--- src/rtl/fir_pkg.sv ---
// Shared sizes and types for the 64-tap FIR MAC sequencer.
// The external MAC and this block both run on the same free-running 6-bit phase.
package fir_pkg;
  localparam int TAPS    = 64;
  localparam int DW      = 16;
  localparam int ACC_W   = 32;
  localparam int PHASE_W = 6;

  typedef enum logic {
    FRM_IDLE   = 1'b0,
    FRM_ACTIVE = 1'b1
  } frame_state_t;
endpackage

--- src/rtl/fir_delay_line.sv ---
// Circular 64x16 sample store: push writes at wptr+1 and advances wptr.
// Tap read is combinational: o_tap_data = dl[(wptr - i_tap) mod 64].
module fir_delay_line
  import fir_pkg::*;
(
  input  logic               clk,
  input  logic               rst,
  input  logic               i_push,
  input  logic [DW-1:0]      i_sample,
  input  logic [PHASE_W-1:0] i_tap,
  output logic [DW-1:0]      o_tap_data
);

  logic [DW-1:0]      r_dl [TAPS];
  logic [PHASE_W-1:0] r_wptr;
  logic [PHASE_W-1:0] w_wptr_nxt;
  logic [PHASE_W-1:0] w_rd_idx;

  assign w_wptr_nxt = r_wptr + 1'b1;
  // Modulo-64 wrap falls out of the 6-bit subtraction.
  assign w_rd_idx   = r_wptr - i_tap;
  assign o_tap_data = r_dl[w_rd_idx];

  always_ff @(posedge clk) begin
    if (rst) begin
      r_wptr <= '0;
      for (int i = 0; i < TAPS; i++) begin
        r_dl[i] <= '0;
      end
    end else if (i_push) begin
      r_dl[w_wptr_nxt] <= i_sample;
      r_wptr           <= w_wptr_nxt;
    end
  end

endmodule

--- src/rtl/fir_mac_sequencer.sv ---
// Feeds an external MAC one tap per cycle over 64-cycle frames and captures its result.
// One sample per frame; a sample arriving mid-frame waits in a 1-entry holding register.
module fir_mac_sequencer
  import fir_pkg::*;
(
  input  logic               clk,
  input  logic               rst,
  input  logic [DW-1:0]      s_data,
  input  logic               s_valid,
  output logic               s_ready,
  input  logic               cfg_we,
  input  logic [PHASE_W-1:0] cfg_addr,
  input  logic [DW-1:0]      cfg_data,
  output logic               cfg_busy,
  output logic               cfg_err,
  output logic [DW-1:0]      mac_x,
  output logic [DW-1:0]      mac_coeff,
  input  logic [ACC_W-1:0]   mac_y,
  input  logic               mac_tick,
  output logic [ACC_W-1:0]   y_data,
  output logic               y_valid,
  input  logic               y_ready,
  output logic               y_ovf
);

  frame_state_t       r_state;
  frame_state_t       w_state_nxt;
  logic               r_prev_active;
  logic [PHASE_W-1:0] r_phase;
  logic               r_pending;
  logic [DW-1:0]      r_hold;
  logic [DW-1:0]      r_coef [TAPS];
  logic               r_cfg_err;
  logic [ACC_W-1:0]   r_y_data;
  logic               r_y_valid;
  logic               r_y_ovf;

  logic               w_frame_end;
  logic               w_active;
  logic               w_accept;
  logic               w_push;
  logic               w_load;
  logic [DW-1:0]      w_tap_data;

  assign w_frame_end = (r_phase == PHASE_W'(TAPS - 1));
  assign w_active    = (r_state == FRM_ACTIVE);
  assign w_accept    = s_valid & s_ready;
  assign w_push      = w_frame_end & r_pending;
  // The MAC ticks in the first cycle of the next frame, so qualify with the frame it finished.
  assign w_load      = mac_tick & r_prev_active;

  assign s_ready   = ~r_pending;
  assign cfg_busy  = w_active;
  assign cfg_err   = r_cfg_err;
  assign mac_x     = w_active ? w_tap_data : '0;
  assign mac_coeff = w_active ? r_coef[r_phase] : '0;
  assign y_data    = r_y_data;
  assign y_valid   = r_y_valid;
  assign y_ovf     = r_y_ovf;

  fir_delay_line u_delay_line (
    .clk        (clk),
    .rst        (rst),
    .i_push     (w_push),
    .i_sample   (r_hold),
    .i_tap      (r_phase),
    .o_tap_data (w_tap_data)
  );

  always_comb begin
    w_state_nxt = r_state;
    if (w_frame_end) begin
      w_state_nxt = r_pending ? FRM_ACTIVE : FRM_IDLE;
    end
  end

  always_ff @(posedge clk) begin
    if (rst) begin
      r_state       <= FRM_IDLE;
      r_prev_active <= 1'b0;
      r_phase       <= '0;
    end else begin
      r_state <= w_state_nxt;
      r_phase <= r_phase + 1'b1;
      if (w_frame_end) begin
        r_prev_active <= w_active;
      end
    end
  end

  // A sample taken during phase 63 sees r_pending low here, so it waits a full frame.
  always_ff @(posedge clk) begin
    if (rst) begin
      r_pending <= 1'b0;
      r_hold    <= '0;
    end else if (w_push) begin
      r_pending <= 1'b0;
    end else if (w_accept) begin
      r_pending <= 1'b1;
      r_hold    <= s_data;
    end
  end

  always_ff @(posedge clk) begin
    if (rst) begin
      r_cfg_err <= 1'b0;
      for (int i = 0; i < TAPS; i++) begin
        r_coef[i] <= '0;
      end
    end else if (cfg_we) begin
      if (w_active) begin
        r_cfg_err <= 1'b1;
      end else begin
        r_coef[cfg_addr] <= cfg_data;
      end
    end
  end

  always_ff @(posedge clk) begin
    if (rst) begin
      r_y_data  <= '0;
      r_y_valid <= 1'b0;
      r_y_ovf   <= 1'b0;
    end else if (w_load) begin
      r_y_data  <= mac_y;
      r_y_valid <= 1'b1;
      if (r_y_valid && !y_ready) begin
        r_y_ovf <= 1'b1;
      end
    end else if (r_y_valid && y_ready) begin
      r_y_valid <= 1'b0;
    end
  end

endmodule

--- config.mk ---
export PLATFORM = sky130hd
export DESIGN_NAME = fir_mac_sequencer
export DESIGN_NICKNAME = d
export VERILOG_FILES = /design/src/rtl/fir_pkg.sv /design/src/rtl/fir_delay_line.sv /design/src/rtl/fir_mac_sequencer.sv
export SDC_FILE = /design/constraint.sdc
export NUM_CORES = 2
export LEC_CHECK = 0
export CORE_AREA = 2 2 638 386
export DETAILED_ROUTE_END_ITERATION = 6
export DIE_AREA = 0 0 640 388
export HOLD_SLACK_MARGIN = 0.12
export SETUP_SLACK_MARGIN = 0.3
export SYNTH_ARGS = -nofsm -noshare
export SYNTH_HDL_FRONTEND = slang
export SYNTH_SLANG_ARGS = --single-unit
export TNS_END_PERCENT = 20
--- constraint.sdc ---
create_clock -name clk -period 4.85 [get_ports clk]
set_input_delay 0.97 -clock clk [delete_from_list [all_inputs] [get_ports clk]]
set_output_delay 0.97 -clock clk [all_outputs]
set_load 0.03 [all_outputs]
# Word-level counts from Yosys, hierarchy flattened

Memories as Yosys holds them, arrays and structs flattened. A register that Yosys moved wholly into a read port is not among the register bits.
Cells that the tools add are included.

Bits of input ports: 76
Bits in writable memories: 2,048
Memories: 2
Bits in registers: 66
Word-level logic and storage cells: 52
Output and inout port bits: 69

Memories:

| name              | words | bits a word | read ports | clocked after Yosys merged registers in | write ports | line                    | RTL |
|---|---|---|---|---|---|---|---|
| r_coef            | 64    | 16          | 1          | 1                                       | 64          | fir_mac_sequencer.sv:32 | `logic [DW-1:0] r_coef [TAPS];` |
| u_delay_line.r_dl | 64    | 16          | 1          | 0                                       | 64          | fir_delay_line.sv:14    | `logic [DW-1:0] r_dl [TAPS];` |

Reductions and logical operators: 10
Bitwise logic cells: 5
Muxes and demuxes: 21
Equality and inequality tests: 1
Add/sub/neg operators: 3

Operators by type and width:

| kind                | number |
|---|---|
| $mux 16             | 4 |
| $reduce_or 16->1    | 2 |
| $mux 6              | 3 |
| $mux 1              | 14 |
| $add 6x1->6 const B | 2 |
| $eq 6x6->1 const B  | 1 |
| $reduce_and 2->1    | 3 |
| $sub 6x6->6         | 1 |
| $and 1x1->1         | 3 |
| $logic_and 1x1->1   | 2 |
| $not 1->1           | 2 |
| $reduce_bool 2->1   | 1 |
| $reduce_or 2->1     | 1 |
| $logic_not 1->1     | 1 |

# Logic depth before layout (Yosys ltp)

Word-level depth: 7
Depth in mapped cells: 14
Mapped depth without buffers: 10

# By module

Synthesis repeated with hierarchy kept, for this count alone.

Cell total of the unflattened synthesis: 6,447
Area total of the unflattened synthesis: 97,742.5 µm²

By module, submodules not included:

| module            | cells an instance | seq. area each (µm²) | times used | area an instance (µm²) |
|---|---|---|---|---|
| fir_mac_sequencer | 3,404             | 31,950.6             | 1          | 49,473.7 |
| fir_delay_line    | 3,043             | 30,869.6             | 1          | 48,268.8 |

# Least setup slack after synthesis

Ideal clock, no wire load.

Path type: register to output
Start: register r_phase[1]
End: output port mac_x[10]
Arrival time: 3,228 ps
Setup slack: 652 ps
Stages on the path, launching flop included: 14
Data required time: 3,880 ps
Buffers on the path: 5
Cells stage by stage: dfxtp_1 > clkbuf_1 > buf_1 > buf_1 > inv_1 > ha_1 > nand2b_1 > a21oi_1 > xnor2_1 > and4b_1 > clkbuf_1 > clkbuf_1 > nand3_1 > nand3_1

Word-level cells in the longest chain between the ends: 3

Ends and longest elaborated chain:

| element                | line                    | RTL |
|---|---|---|
| from (decl)            | fir_mac_sequencer.sv:29 | `logic [PHASE_W-1:0] r_phase;` |
| from (signal assigned) | fir_mac_sequencer.sv:84 | `r_phase <= r_phase + 1'b1;` |
| $sub 6x6->6            | fir_delay_line.sv:21    | `assign w_rd_idx = r_wptr - i_tap;` |
| $mem_v2 64x16          | --                      |  |
| $mux 16                | fir_mac_sequencer.sv:55 | `assign mac_x = w_active ? w_tap_data : '0;` |
| to (decl)              | fir_mac_sequencer.sv:16 | `output logic [DW-1:0] mac_x,` |

No other way between the ends.

# Worst setup path after layout

Start: register u_delay_line.r_wptr[0]
End: output port mac_x[0]

Word-level cells in the longest chain between the ends: 3

Ends and longest elaborated chain:

| element                | line                    | RTL |
|---|---|---|
| from (decl)            | fir_delay_line.sv:15    | `logic [PHASE_W-1:0] r_wptr;` |
| from (signal assigned) | fir_delay_line.sv:32    | `r_wptr <= w_wptr_nxt;` |
| $sub 6x6->6            | fir_delay_line.sv:21    |  |
| $mem_v2 64x16          | --                      |  |
| $mux 16                | fir_mac_sequencer.sv:55 |  |

No other way between the ends.

==> results.txt <==
Outcome - finished, violations left
Failing checks - setup timing
Routed Antenna Nets - 0
Via count - 55.31k
Register share of total power - 51.0%
Routing usage on met2 - 29.88%
Worst hold path type - flip-flop to flip-flop
Syn Std Cell Area - 96690 µm²
Reg clk slew, reported paths - 0.06 ns
Top-Level Pins - 145
Drt pass-1 iters - 6
Cell count after synthesis - 6429
Final worst path period need - 5.157 ns
Crit path capture type - output pin
DRC - 0
Final Hold Vio Count - 0
# placed instances - 9578
YS warnings - 0
Final Util - 45.72%
Worst-margin pin slew - 1.255 ns
Clk_lat worst skew - 0.90 ns
GR met3 Demand/Resource - 5.394%
Count of cell types in the netlist - 60
Nets - 6653
Worst hold slack - 0.4553 ns
CP required - 3.88 ns
Layout cells sized above 1 - 23.26%
First DRT Iteration DRCs - 7228
Vias in the first global route - 54.21k
Int Power - 30830 µW
GR Util met1 - 35.28%
Syn Area/Cell - 15.04 µm²
Leak - 0.03999 µW
H-tree levels - 4
Vias per cell - 5.530
Relative slew slack - 16.19%
Net Count, Synth - 6513
Worst vdd ir - 0.0002611 V
Core box area - 241900 µm²
Worst clock skew - 0.06219 ns
Total Power - 40700 µW
FP Rows - 140
EDFF count, synth - 2048
Die W - 640 µm
Most common cell after layout, fill and taps aside - and2_1
Final period utilization - 106.3%
CP startpoint kind - flip-flop
Switching part of the total power - 24.24%
Worst-path fanout max - 7
Predominant post-synthesis flop cell - edfxtp_1
Post-Layout Cell Count - 10.00k
Async SR Flop Fraction - 0%
Die height - 388 µm
Max Slew Vio Count - 0
FMAX - 193.9 MHz
CTS Sinks - 2114
GRT overflow - 0
Final setup fails - 31
Critical path class - flip-flop to output pin
Switching pwr - 9867 µW
Initial Util - 39.97%
Cts hold-fix bufs - 0
Worst Setup Slack, final - -0.3072 ns
RSZ-0062 raised after global routing - yes
Largest net degree at the start of global routing - 114
Total CTS buffers - 205
Clk Tree Root Cell - clkbuf_16
Setup Slack @ Placement - -0.01437 ns
Busiest layer in global routing - met1
CTS tree - yes
First-pass GRT wire length - 397500 µm
Pwr Density - 368.0 nW/µm²
Total GRT Usage - 21.98%
Synth area leaders - edfxtp_1, mux4_2, and2_1
Routability congestion estimate - 0.8690
Post-synthesis sequential area ratio - 64.97%
Wire length per cell - 27.49 µm
Area delta synth->final - 14.38%
Max cap viols - 0
Area share of the largest cell type after synthesis - 63.60%
Post-Route WL - 275000 µm
Commonest cells after routing, fill and taps aside - and2_1, edfxtp_1, mux4_2
Logic pwr share - 10.6%
Longest Clk Path Bufs - 4
Worst path arrival time - 4.19 ns
Clock Power Share - 38.5%
Die ar. - 248300 µm²
PortBufs - 144
Seq cells post-synth - 2114
Detailed placement HPWL - 169600 µm
Antenna violations before repair - 19
Largest area contributor in the netlist - edfxtp_1
## worst max-delay path, stage by stage, from the launching register on
cell,delay [ns]
dfxtp_2,0.33
inv_2,0.05
ha_4,0.15
fa_4,0.79
buf_12,0.16
buf_16,0.16
buf_12,0.15
buf_6,0.10
mux4_2,0.37
nand2_2,0.11
a21oi_2,0.06
buf_4,0.16
nor3_4,0.33
nand3_2,0.19
buf_12,0.19
## metal layers
metal  vias up  share of wire, %  wire (µm)
met2      2505                42     114400
met5         -            0.0047         13
li1      23560                 -          -
met1     28950                46     127100
met3       300                10      28470
met4         2               1.8       5050
## stage by stage
stage          instance area [µm²]   TNS, ns
2_1_floorplan                96690         0
3_3_place_gp                102800   -0.1091
3_5_place_dp                102800  -0.01863
4_1_cts                     110200    -7.846
5_1_grt                     110600    -8.640
6_report                    110600    -5.434
## kinds of logic (layout without fill, tap and decap cells)
group,Yosys count,count (layout),synth area share (%)
AND/OR/NAND/NOR,2877,2877,17.34
flip-flops,2114,2114,64.97
multiplexers,612,612,13.78
buffers and inverters,592,891,2.475
AO/OA/AOI/OAI,209,209,1.165
XOR/XNOR,17,17,0.1618
adder cells (fa/ha/maj),8,8,0.1113
other,0,8,0
## repair_timing
item	CTS	global route
gates cloned	8	1
gates resized for setup	149	50
setup endpoints to repair	32	32
setup buffers	26	15
pin swaps	29	24
## area by class of cell
cell class	instances	area, µm²
fill	20920	131300
sequential	2114	62850
multi-input combinational	3723	32160
clock buffer	269	5517
timing repair buffer	517	5166
tap	3266	4086
clock inverter	97	765.7
inverter	8	32.53
antenna	8	20.02
## synthesized netlist by cell type, drive strengths merged, types with 2 or more instances
| library cell | number |
|---|---|
| a21oi | 124 |
| a31oi | 17 |
| and2 | 2053 |
| and3 | 5 |
| buf | 123 |
| clkbuf | 461 |
| dfxtp | 66 |
| edfxtp | 2048 |
| ha | 7 |
| inv | 7 |
| mux2 | 2 |
| mux2i | 35 |
| mux4 | 575 |
| nand2 | 382 |
| nand2b | 9 |
| nand3 | 78 |
| nand3b | 5 |
| nand4 | 3 |
| nand4b | 5 |
| nor2 | 158 |
| nor2b | 6 |
| nor3 | 26 |
| nor3b | 3 |
| o21ai | 44 |
| o22ai | 16 |
| o31ai | 2 |
| or2 | 132 |
| or3 | 4 |
| or3b | 2 |
| or4b | 2 |
| xnor2 | 9 |
| xor2 | 8 |
## power by group through the flow
stage	clock [µW]	sequential (µW)	combinational, µW
final	15700	20700	4300
after global routing	16500	20800	4490
after CTS	15900	20700	4180
after detailed placement	0	21100	3840
after global placement	0	21100	3830
after floorplan	0	21000	2250
## sequential cells by signal, indices dropped and copies added (netlist names)
signal               count
cfg_busy                 1
cfg_err                  1
r_coef                1024
r_hold                  16
r_pending                1
r_phase                  6
r_prev_active            1
u_delay_line.r_dl     1024
u_delay_line.r_wptr      6
y_data                  32
y_ovf                    1
y_valid                  1
## final timing paths
kind | startpoint | to | slack, ns | cells after the start
worst max-delay path | u_delay_line.r_wptr[0]$_SDFFE_PP0P_ | mac_x[0] | -0.31 | 14
worst max register to register | r_phase[1]$_SDFF_PP0_ | u_delay_line.r_dl[20][1]$_SDFFCE_PN0P_ | 1.04 | 10
worst min register to register | y_data[16]$_SDFFE_PP0P_ | y_data[16]$_SDFFE_PP0P_ | 0.46 | 2
worst min-delay path | y_data[16]$_SDFFE_PP0P_ | y_data[16]$_SDFFE_PP0P_ | 0.46 | 2
No activity file was read; power rests on OpenSTA's default activity.
